$ cat config.mk
export PLATFORM = sky130hd
export DESIGN_NAME = input_channel_sequencer
export DESIGN_NICKNAME = d
export VERILOG_FILES = /design/src/rtl/input_channel_sequencer.sv
export SDC_FILE = /design/constraint.sdc
export NUM_CORES = 1
export LEC_CHECK = 0
export BUFFER_PORTS_ARGS = -buffer_cell sky130_fd_sc_hd__buf_2
export CAP_MARGIN = 10
export CORE_UTILIZATION = 25
export DETAILED_ROUTE_END_ITERATION = 12
export HOLD_SLACK_MARGIN = 0.02
export PLACE_DENSITY_LB_ADDON = 0.1
export SLEW_MARGIN = 20
export SYNTH_ARGS = -nofsm -noshare
export SYNTH_HDL_FRONTEND = slang
export SYNTH_SLANG_ARGS = --single-unit
$ cat constraint.sdc
create_clock -name clock_i -period 6.8 [get_ports clock_i]
set_clock_uncertainty 0.15 [all_clocks]
set_input_delay 1.02 -clock clock_i [delete_from_list [all_inputs] [get_ports clock_i]]
set_output_delay 1.02 -clock clock_i [all_outputs]
set_load 0.005 [all_outputs]
$ cat src/rtl/input_channel_sequencer.sv
// Multi-channel input feeder: streams planar channel images out of a
// single-port synchronous RAM (1-cycle read latency) into a per-channel
// data/valid/hold consumer. It supports interleaved or planar channel order.
module input_channel_sequencer #(
  parameter int unsigned ADDR_WIDTH     = 16,
  parameter int unsigned DATA_WIDTH     = 32,
  parameter int unsigned N_CHANNELS     = 3,
  parameter int unsigned N_ROWS         = 28,
  parameter int unsigned N_COLS         = 28,
  parameter int unsigned BASE_ADDR      = 0,
  parameter int unsigned CHANNEL_STRIDE = N_ROWS * N_COLS,
  parameter int unsigned INTERLEAVED    = 1
) (
  input  logic                          clock_i,
  input  logic                          reset_i,
  input  logic                          start_i,
  input  logic [DATA_WIDTH-1:0]         ram_data_i,
  input  logic [N_CHANNELS-1:0]         hold_data_i,
  output logic [ADDR_WIDTH-1:0]         ram_rdaddress_o,
  output logic [DATA_WIDTH-1:0]         data_o [N_CHANNELS],
  output logic [N_CHANNELS-1:0]         data_valid_o,
  output logic [$clog2(N_CHANNELS):0]   curr_channel_o,
  output logic                          busy_o,
  output logic                          done_o
);

  localparam int unsigned PLANE  = N_ROWS * N_COLS;
  localparam int unsigned CNT_W  = $clog2(PLANE + 1);
  localparam int unsigned CURR_W = $clog2(N_CHANNELS) + 1;
  localparam logic [7:0]  AB_BYTE = 8'hab;

  // Builds the idle data pattern (0xab repeated) for any word width.
  function automatic logic [DATA_WIDTH-1:0] fill_ab();
    logic [DATA_WIDTH-1:0] w;
    w = '0;
    for (int i = 0; i < int'(DATA_WIDTH); i++) begin
      w[i] = AB_BYTE[i % 8];
    end
    return w;
  endfunction

  localparam logic [DATA_WIDTH-1:0] RESET_WORD = fill_ab();

  // Address of word 0 of channel c.
  function automatic logic [ADDR_WIDTH-1:0] chan_base(input int unsigned c);
    return ADDR_WIDTH'(BASE_ADDR + c * CHANNEL_STRIDE);
  endfunction

  // Nearest round-robin successor of cur that is not exhausted; MSB = found.
  function automatic logic [CURR_W:0] next_chan(input logic [CURR_W-1:0] cur,
                                                input logic [N_CHANNELS-1:0] exh);
    logic [CURR_W:0] r;
    int unsigned     idx;
    r = {1'b0, cur};
    for (int d = int'(N_CHANNELS); d > 0; d--) begin
      idx = (int'(cur) + d) % N_CHANNELS;
      if (!exh[idx]) r = {1'b1, CURR_W'(idx)};
    end
    return r;
  endfunction

  typedef enum logic [2:0] {
    S_IDLE,
    S_FETCH,
    S_STREAM,
    S_SWITCH,
    S_DONE
  } state_e;

  state_e                  state_q, state_d;
  logic [CURR_W-1:0]       curr_q, curr_d;
  logic [ADDR_WIDTH-1:0]   rd_ptr_q [N_CHANNELS];
  logic [ADDR_WIDTH-1:0]   rd_ptr_d [N_CHANNELS];
  logic [CNT_W-1:0]        consumed_q [N_CHANNELS];
  logic [CNT_W-1:0]        consumed_d [N_CHANNELS];
  logic [DATA_WIDTH-1:0]   data_q [N_CHANNELS];
  logic [DATA_WIDTH-1:0]   data_d [N_CHANNELS];
  logic [N_CHANNELS-1:0]   loaded_q, loaded_d;
  logic [N_CHANNELS-1:0]   exhausted_q, exhausted_d;
  logic [N_CHANNELS-1:0]   valid_q, valid_d;
  logic                    busy_q, done_q;
  logic [CURR_W:0]         nxt_c;

  // Next-state logic: channel sequencing, consumption and reload from RAM.
  always_comb begin
    state_d     = state_q;
    curr_d      = curr_q;
    rd_ptr_d    = rd_ptr_q;
    consumed_d  = consumed_q;
    data_d      = data_q;
    loaded_d    = loaded_q;
    exhausted_d = exhausted_q;
    valid_d     = valid_q;
    nxt_c       = '0;

    case (state_q)
      S_IDLE: begin
        if (start_i) begin
          for (int unsigned c = 0; c < N_CHANNELS; c++) begin
            rd_ptr_d[c]   = chan_base(c);
            consumed_d[c] = '0;
          end
          loaded_d    = '0;
          exhausted_d = '0;
          curr_d      = '0;
          state_d     = S_FETCH;
        end
      end

      S_FETCH: begin
        data_d[0]   = ram_data_i;
        rd_ptr_d[0] = rd_ptr_q[0] + ADDR_WIDTH'(1);
        loaded_d[0] = 1'b1;
        valid_d[0]  = 1'b1;
        state_d     = S_STREAM;
      end

      S_STREAM: begin
        if (!hold_data_i[curr_q]) begin
          consumed_d[curr_q] = consumed_q[curr_q] + CNT_W'(1);
          if (consumed_q[curr_q] == CNT_W'(PLANE - 1)) begin
            valid_d[curr_q]     = 1'b0;
            exhausted_d[curr_q] = 1'b1;
            loaded_d[curr_q]    = 1'b0;
            nxt_c = next_chan(curr_q, exhausted_d);
            if (nxt_c[CURR_W]) begin
              curr_d  = nxt_c[CURR_W-1:0];
              state_d = S_SWITCH;
            end else begin
              state_d = S_DONE;
            end
          end else begin
            data_d[curr_q]   = ram_data_i;
            rd_ptr_d[curr_q] = rd_ptr_q[curr_q] + ADDR_WIDTH'(1);
          end
        end else if (INTERLEAVED != 0) begin
          // Held word stays in data_q and is re-presented on return.
          valid_d[curr_q] = 1'b0;
          nxt_c   = next_chan(curr_q, exhausted_q);
          curr_d  = nxt_c[CURR_W-1:0];
          state_d = S_SWITCH;
        end
      end

      S_SWITCH: begin
        if (!hold_data_i[curr_q]) begin
          if (!loaded_q[curr_q]) begin
            data_d[curr_q]   = ram_data_i;
            rd_ptr_d[curr_q] = rd_ptr_q[curr_q] + ADDR_WIDTH'(1);
            loaded_d[curr_q] = 1'b1;
          end
          valid_d[curr_q] = 1'b1;
          state_d         = S_STREAM;
        end
      end

      S_DONE: begin
        state_d = S_IDLE;
      end

      default: begin
        state_d = S_IDLE;
      end
    endcase
  end

  // Prefetch: present the pointer the active channel will hold after this edge.
  always_comb begin
    ram_rdaddress_o = ADDR_WIDTH'(BASE_ADDR);
    if (state_q != S_IDLE) ram_rdaddress_o = rd_ptr_d[curr_d];
  end

  // State and datapath registers with synchronous reset.
  always_ff @(posedge clock_i) begin
    if (reset_i) begin
      state_q     <= S_IDLE;
      curr_q      <= '0;
      loaded_q    <= '0;
      exhausted_q <= '0;
      valid_q     <= '0;
      busy_q      <= 1'b0;
      done_q      <= 1'b0;
      for (int unsigned c = 0; c < N_CHANNELS; c++) begin
        rd_ptr_q[c]   <= chan_base(c);
        consumed_q[c] <= '0;
        data_q[c]     <= RESET_WORD;
      end
    end else begin
      state_q     <= state_d;
      curr_q      <= curr_d;
      rd_ptr_q    <= rd_ptr_d;
      consumed_q  <= consumed_d;
      data_q      <= data_d;
      loaded_q    <= loaded_d;
      exhausted_q <= exhausted_d;
      valid_q     <= valid_d;
      busy_q      <= (state_d != S_IDLE);
      done_q      <= (state_d == S_DONE);
    end
  end

  assign data_o         = data_q;
  assign data_valid_o   = valid_q;
  assign curr_channel_o = curr_q;
  assign busy_o         = busy_q;
  assign done_o         = done_q;

endmodule
==> results of run 1 <==
cell usage after synthesis, drive strengths merged, types with 6 or more instances:
| library cell | instances | area share, % |
|---|---|---|
| nand2 | 268 | 9.6 |
| dfxtp | 191 | 37 |
| nor2 | 136 | 4.9 |
| a21oi | 87 | 4.3 |
| nand3b | 61 | 4.4 |
| clkbuf | 60 | 2.2 |
| mux2i | 51 | 4.9 |
| o21ai | 51 | 2.6 |
| a22oi | 48 | 3.5 |
| buf | 25 | 1.5 |
| ha | 25 | 3.0 |
| nor3 | 25 | 1.3 |
| xnor2 | 20 | 1.7 |
| inv | 18 | 0.65 |
| nor2b | 18 | 1.1 |
| mux2 | 17 | 1.9 |
| nand2b | 16 | 0.98 |
| nand3 | 16 | 0.77 |
| o2bb2ai | 16 | 1.3 |
| o32ai | 15 | 1.5 |
| and3 | 14 | 0.84 |
| or2 | 12 | 0.72 |
| xor2 | 11 | 0.92 |
| o22ai | 9 | 0.54 |
| a211oi | 8 | 0.79 |
| a221oi | 8 | 0.73 |
| a22o | 7 | 0.59 |
| nand4 | 6 | 0.36 |
| nor4 | 6 | 0.36 |
layer usage:
layer / track usage (%) / vias up / wire length (µm)
met4: 5.67 / 2 / 778
met3: 3.58 / 42 / 1750
met1: 23.9 / 4803 / 18100
li1: - / 4891 / -
met2: 29.0 / 238 / 18300
met5: 0 / - / 10
power groups by stage:
stage	Sequential (W)	Clock (W)	Combinational (W)
3_3_place_gp	0.00121	0	0.000524
4_1_cts	0.00118	0.00106	0.000526
5_1_grt	0.00119	0.00111	0.000599
6_report	0.00118	0.00104	0.000547
2_1_floorplan	0.00121	0	0.000325
3_5_place_dp	0.00121	0	0.000520
tightest hold or removal path: stages (launching register included):
cell,delay [ps]
dfxtp_1,310
nand2_1,50
a21oi_1,50
sequential cells by signal, summed over array words and instances, names as in the netlist, named ones only:
signal,count
data_valid_o,1
rd_ptr_q,48
consumed_q,30
state_q,3
loaded_q,3
data_o,96
done_o,1
curr_channel_o,3
exhausted_q,3
busy_o,1
stage by stage:
| step | cell area (µm²) | setup WS [ps] | power, W | setup TNS, ps |
|---|---|---|---|---|
| finish | 12700 | 235 | 0.00277 | 0 |
| global route | 12700 | -30.3 | 0.00289 | -126 |
| CTS | 12500 | 6.18 | 0.00277 | 0 |
| detailed placement | 11900 | 328 | 0.00173 | 0 |
| global placement | 11900 | 492 | 0.00173 | 0 |
| floorplan | 10500 | 30.5 | 0.00153 | 0 |
what timing repair did:
action                                  CTS  global route
hold endpoints to repair                  0             0
endpoints found under the setup margin   16            16
buffers inserted                          2             8
gates cloned                              0             2
pin swaps                                 3             8
resized for setup                         2            19
logic make-up after synthesis:
| logic type | Yosys count | share of synthesized area (%) |
|---|---|---|
| simple gates | 589 | 26.1 |
| compound gates | 301 | 20.5 |
| flops | 191 | 36.6 |
| buf+inv | 104 | 4.29 |
| mux | 68 | 6.80 |
| xor+xnor | 31 | 2.60 |
| fa+ha+maj | 25 | 3.00 |
final timing paths:
kind | endpoint | startpoint
setup / recovery | ram_rdaddress_o[7] | curr_channel_o[1]
hold / removal | data_o[34] | data_o[34]
setup reg to reg | busy_o | curr_channel_o[0]
hold reg to reg | data_o[34] | data_o[34]
area by class of cell:
class,count,area [µm²],share of cell area (%)
inverters,19,71.3,0.563
flip-flops and latches,191,3830,30.2
clock inverters,15,153,1.21
repair buffers,206,1200,9.46
well taps,532,666,5.26
diodes,1,2.50,0.0198
clock buffers,17,425,3.36
multi-input cells,1015,6320,49.9
==> results.sh, run 1 <==
export IMPL_max_cap_violations=0
export IMPL_place_congestion=0.870
export IMPL_numCtsBuffers=17
export IMPL_hpwl_um=26400
export IMPL_hold_viol_final=0
export IMPL_path_buf_inv=5
export IMPL_area_delta_synth_final_pct=21.3
export IMPL_fillers=4429
export IMPL_max_stage_delay_ps=580
export IMPL_clock_latency_ps=460
export IMPL_power_density_nw_per_um2=218
export IMPL_cts_tree="built"
export IMPL_yosysSeqAreaShare_pct=36.6
export IMPL_final_util_pct=30.9
export IMPL_hold_class="reg -> reg"
export IMPL_cts_root_buf="clkbuf_16"
export IMPL_relSlewSlack_pct=31.7
export IMPL_synth_seq_cells=191
export IMPL_yosysWarningCount=0
export IMPL_vias=9976
export IMPL_die_w_um=206
export IMPL_post_route_period_util_pct=96.5
export IMPL_p_seq_share_pct=42.8
export IMPL_stdcell_count=1996
export IMPL_die_h_um=206
export IMPL_fin_crit_ps=6560
export IMPL_p_switching_w=0.000892
export IMPL_cts_sinks=191
export IMPL_grt_max_degree=105
export IMPL_cp_num_cells=20
export IMPL_finalSetupViolCount=0
export IMPL_synth_cell_types=80
export IMPL_drt_wl_total_um=39000
export IMPL_boundaryPins=158
export IMPL_cts_buffer_depth=2
export IMPL_cp_max_fo=8
export IMPL_viasPerCell=5.00
export IMPL_clock_power_share_pct=37.5
export IMPL_ys_flop_type="dfxtp_1"
export IMPL_crit_path_start_kind="register"
export IMPL_worst_slew_pin_slew_ps=1020
export IMPL_final_common_cell="nand2_1"
export IMPL_drt_iter0_markers=713
export IMPL_drc=4
export IMPL_drive_gt1_share_pct=21.3
export IMPL_crit_chain="buf_4, ha_1, buf_4, or3b_4, a2111o_1, nand2_1, ha_1, o21ai_2, o21a_1, o21ai_0, o32ai_1, nor4_2, o21ai_1, a211oi_2, a311oi_4, buf_6, clkbuf_16, mux2_4, o32ai_2, buf_2"
export IMPL_grt_pass1_vias=9553
export IMPL_critPathKind="reg -> out"
export IMPL_p_int_w=0.00187
export IMPL_holdPathStages=2
export IMPL_holdBufCountCts=0
export IMPL_power_leakage_nw=5.01
export IMPL_worst_setup_path_end_kind="primary output"
export IMPL_critPathSlowestCell="o21ai_0"
export IMPL_synth_nets=1372
export IMPL_synth_edf_count=0
export IMPL_p_sw_share_pct=32.3
export IMPL_gr_usage_all_layers_pct=18.0
export IMPL_htree_levels=4
export IMPL_ir_drop_mv=0.189
export IMPL_core_um2=41000
export IMPL_fmax_mhz=152
export IMPL_synth_async_reset_ratio_pct=0
export IMPL_numPortBuffers=157
export IMPL_start_util_pct=25.4
export IMPL_fin_nets=1513
export IMPL_avgSynthCellArea_um2=7.97
export IMPL_cp_data_required_time_ps=5630
export IMPL_antenna_found_initial=2
export IMPL_dp_cells=1951
export IMPL_reg2reg_depth=18
export IMPL_routedWlPerCell_um=19.5
export IMPL_die_area_um2=42600
export IMPL_grt_pass1_wl_um=58300
export IMPL_drtAntennaViolNets=0
export IMPL_first_pass_iters=9
export IMPL_cp_top_family="compound AO/OA/AOI/OAI gates"
export IMPL_synth_area_um2=10400
export IMPL_reg2reg_slack_ps=1940
export IMPL_path_clk_slew_ps=70
export IMPL_status="complete, but fails checks"
export IMPL_cp_arrival_ps=5390
export IMPL_failed_checks="DRC"
export IMPL_rows=74
export IMPL_hold_slack_ps=304
export IMPL_combPwrFrac_pct=19.8
export IMPL_slew_viol_final=0
export IMPL_grt_ovfl_total=0
export IMPL_layout_common_cells="nand2_1 (267), dfxtp_1 (189), buf_2 (156)"
export IMPL_synthCells=1309
(Power assumes the default switching activity.)
==> run 2: changes to the inputs <==
--- a/config.mk
+++ b/config.mk
@@ -5,10 +5,12 @@
 export SDC_FILE = /design/constraint.sdc
 export NUM_CORES = 1
 export LEC_CHECK = 0
-export BUFFER_PORTS_ARGS = -buffer_cell sky130_fd_sc_hd__buf_2
+export ABC_AREA = 1
+export ABC_CLOCK_PERIOD_IN_PS = 6800
 export CAP_MARGIN = 10
 export CORE_UTILIZATION = 25
 export DETAILED_ROUTE_END_ITERATION = 12
+export DONT_BUFFER_PORTS = 1
 export HOLD_SLACK_MARGIN = 0.02
 export PLACE_DENSITY_LB_ADDON = 0.1
 export SLEW_MARGIN = 20
==> run 2 against run 1 <==
Against the previous run: the run now ends clean; synthesized area rose by 8.7%; cell count rose by 15%; sequential power rose by 8%; clock-buffer cell count rose by 2; critical endpoint is now ram_rdaddress_o[0]; highest routed layer is now met4.
==> results.sh, run 2 <==
export IMPL_cts_root_buf="clkbuf_16"
export IMPL_grt_pass1_wl_um=65500
export IMPL_ir_drop_mv=0.229
export IMPL_finalSetupViolCount=0
export IMPL_hold_viol_final=0
export IMPL_first_pass_iters=6
export IMPL_slew_viol_final=0
export IMPL_synth_cell_types=56
export IMPL_synth_area_leader_cell="dfxtp_1"
export IMPL_cts_sinks=191
export IMPL_clock_latency_ps=500
export IMPL_cp_arrival_ps=5060
export IMPL_avgSynthCellArea_um2=6.54
export IMPL_worst_setup_path_end_kind="primary output"
export IMPL_place_congestion=0.851
export IMPL_crit_path_start_kind="register"
export IMPL_synth_seq_cells=191
export IMPL_ys_flop_type="dfxtp_1"
export IMPL_seq_area_um2=3830
export IMPL_synth_top_family_by_area="simple AND/OR/NAND/NOR gates"
export IMPL_synth_top_cell_area_share_pct=33.7
export IMPL_power_leakage_nw=5.25
export IMPL_drc=0
export IMPL_htree_levels=4
export IMPL_fin_crit_ps=6230
export IMPL_synth_nets=1798
export IMPL_vias=10961
export IMPL_cp_data_required_time_ps=5630
export IMPL_critPathKind="reg -> out"
export IMPL_die_h_um=215
export IMPL_hold_slack_ps=310
export IMPL_drive_gt1_share_pct=8.20
export IMPL_viasPerCell=4.79
export IMPL_max_cap_violations=0
export IMPL_multiInputGateArea_um2=6410
export IMPL_synthCells=1735
export IMPL_rows=77
export IMPL_cp_max_fo=32
export IMPL_final_util_pct=27.7
export IMPL_yosysSeqAreaShare_pct=33.7
export IMPL_core_um2=44500
export IMPL_critPathSlowestCell="buf_4"
export IMPL_holdBufCountCts=0
export IMPL_antenna_found_initial=1
export IMPL_muxShareOfSynthArea_pct=0
export IMPL_synth_area_leaders="dfxtp_1 (34%), nand2_1 (16%), nor2_1 (6.5%)"
export IMPL_yosys_top_cells_count="nand2_1 (470), nor2_1 (196), dfxtp_1 (191)"
export IMPL_drt_wl_total_um=42100
export IMPL_rsz0062_at_grt="no"
export IMPL_yosysWarningCount=0
export IMPL_worst_slew_pin_slew_ps=998
export IMPL_status="complete, no violations"
export IMPL_routedWlPerCell_um=18.4
export IMPL_numPortBuffers=0
export IMPL_cts_buffer_depth=2
export IMPL_synth_compound_gate_area_share_pct=16.4
export IMPL_start_util_pct=25.5
export IMPL_max_stage_delay_ps=360
export IMPL_yosysMostFrequentCell="nand2_1"
export IMPL_layout_common_cells="nand2_1 (470), nor2_1 (195), dfxtp_1 (189)"
export IMPL_synth_simple_area_share_pct=35.3
export IMPL_synthAdderAreaFrac_pct=2.76
export IMPL_path_clk_slew_ps=70
export IMPL_boundaryPins=158
export IMPL_fmax_mhz=161
export IMPL_finalSetupTns_ps=0
export IMPL_fillers=4982
export IMPL_cts_tree="built"
export IMPL_synth_async_reset_ratio_pct=0
export IMPL_numCtsBuffers=17
export IMPL_area_delta_synth_final_pct=8.78
export IMPL_largest_register_ffs=96
export IMPL_worstReg2RegEnd="data_o[24]"
export IMPL_power_density_nw_per_um2=286
export IMPL_reg2reg_depth=18
export IMPL_post_route_period_util_pct=91.6
export IMPL_synth_xor_area_share_pct=1.91
export IMPL_min_to="consumed_q[21]"
export IMPL_grt_ovfl_total=0
export IMPL_drtAntennaViolNets=0
export IMPL_drt_iter0_markers=563
export IMPL_synth_area_um2=11300
export IMPL_reg2reg_slack_ps=1380
export IMPL_relSlewSlack_pct=33.0
export IMPL_hpwl_um=28300
export IMPL_grt_max_degree=93
export IMPL_fin_nets=1746
export IMPL_min_delay_start="consumed_q[21]"
export IMPL_die_w_um=215
export IMPL_hold_class="reg -> reg"
export IMPL_synth_edf_count=0
export IMPL_die_area_um2=46200
export IMPL_final_common_cell="nand2_1"
export IMPL_grt_pass1_vias=10926
export IMPL_power_w=0.00354
export IMPL_r2r_start="curr_channel_o[1]"
export IMPL_holdPathStages=2
export IMPL_gr_usage_all_layers_pct=18.5
## run 2: per-layer routing
metal	vias up	GRT usage, %	routed length (µm)
met1	5112	22.9	19000
met4	0	5.20	616
met2	253	30.1	19200
met5	-	0	0
met3	30	6.71	3200
li1	5566	-	-
## run 2: how the worst max path moves through the flow
stage | from | to
after global routing | curr_channel_o[1] | ram_rdaddress_o[0]
final | curr_channel_o[1] | ram_rdaddress_o[0]
after detailed placement | curr_channel_o[2] | ram_rdaddress_o[1]
after floorplan | curr_channel_o[1] | ram_rdaddress_o[10]
after CTS | curr_channel_o[2] | ram_rdaddress_o[1]
after global placement | curr_channel_o[2] | ram_rdaddress_o[1]
## run 2: cell families (layout without fill, tap and decap cells)
| family | count (synthesis) | count (layout) |
|---|---|---|
| buffers and inverters | 262 | 223 |
| AO/OA/AOI/OAI | 322 | 322 |
| adder cells (fa/ha/maj) | 25 | 25 |
| XOR/XNOR | 23 | 23 |
| other | 0 | 1 |
| flip-flops | 191 | 191 |
| AND/OR/NAND/NOR | 912 | 912 |
## run 2: area by class of cell
class                      count  share of cell area (%)
clock inverter                13                    1.05
timing repair buffer          18                    1.20
sequential                   191                    31.0
multi-input combinational   1282                    51.9
antenna                        1                  0.0203
tap                          592                    6.00
clock buffer                  19                    3.51
inverter                     173                    5.31
## run 2: report_power, final
part | internal, W | switching, W | total, W | leakage (nW)
sequential | 0.00120 | 0.0000714 | 0.00127 | 1.55
combinational | 0.000350 | 0.000881 | 0.00123 | 3.42
clock | 0.000514 | 0.000522 | 0.00104 | 0.278
## run 2: through the flow
step	worst slack (ps)	instance area, µm²	instances
4_1_cts	176	12300	2287
6_report	572	12300	2289
5_1_grt	68.4	12300	2288
3_3_place_gp	877	11700	2255
3_5_place_dp	748	11700	2255
2_1_floorplan	1490	11300	1735
## run 2: what timing repair did
item                       CTS  global route
hold endpoints to repair     0             0
setup endpoints to repair    0            16
gates resized for setup      0             3
setup buffers                0             1
## run 2: critical path: cells and delay by family (launching register included)
kind	cells	cell delay [ps]
buf+inv	7	1180
xor+xnor	1	240
simple gates	13	1340
compound gates	2	440
flops	1	330
fa+ha+maj	5	980
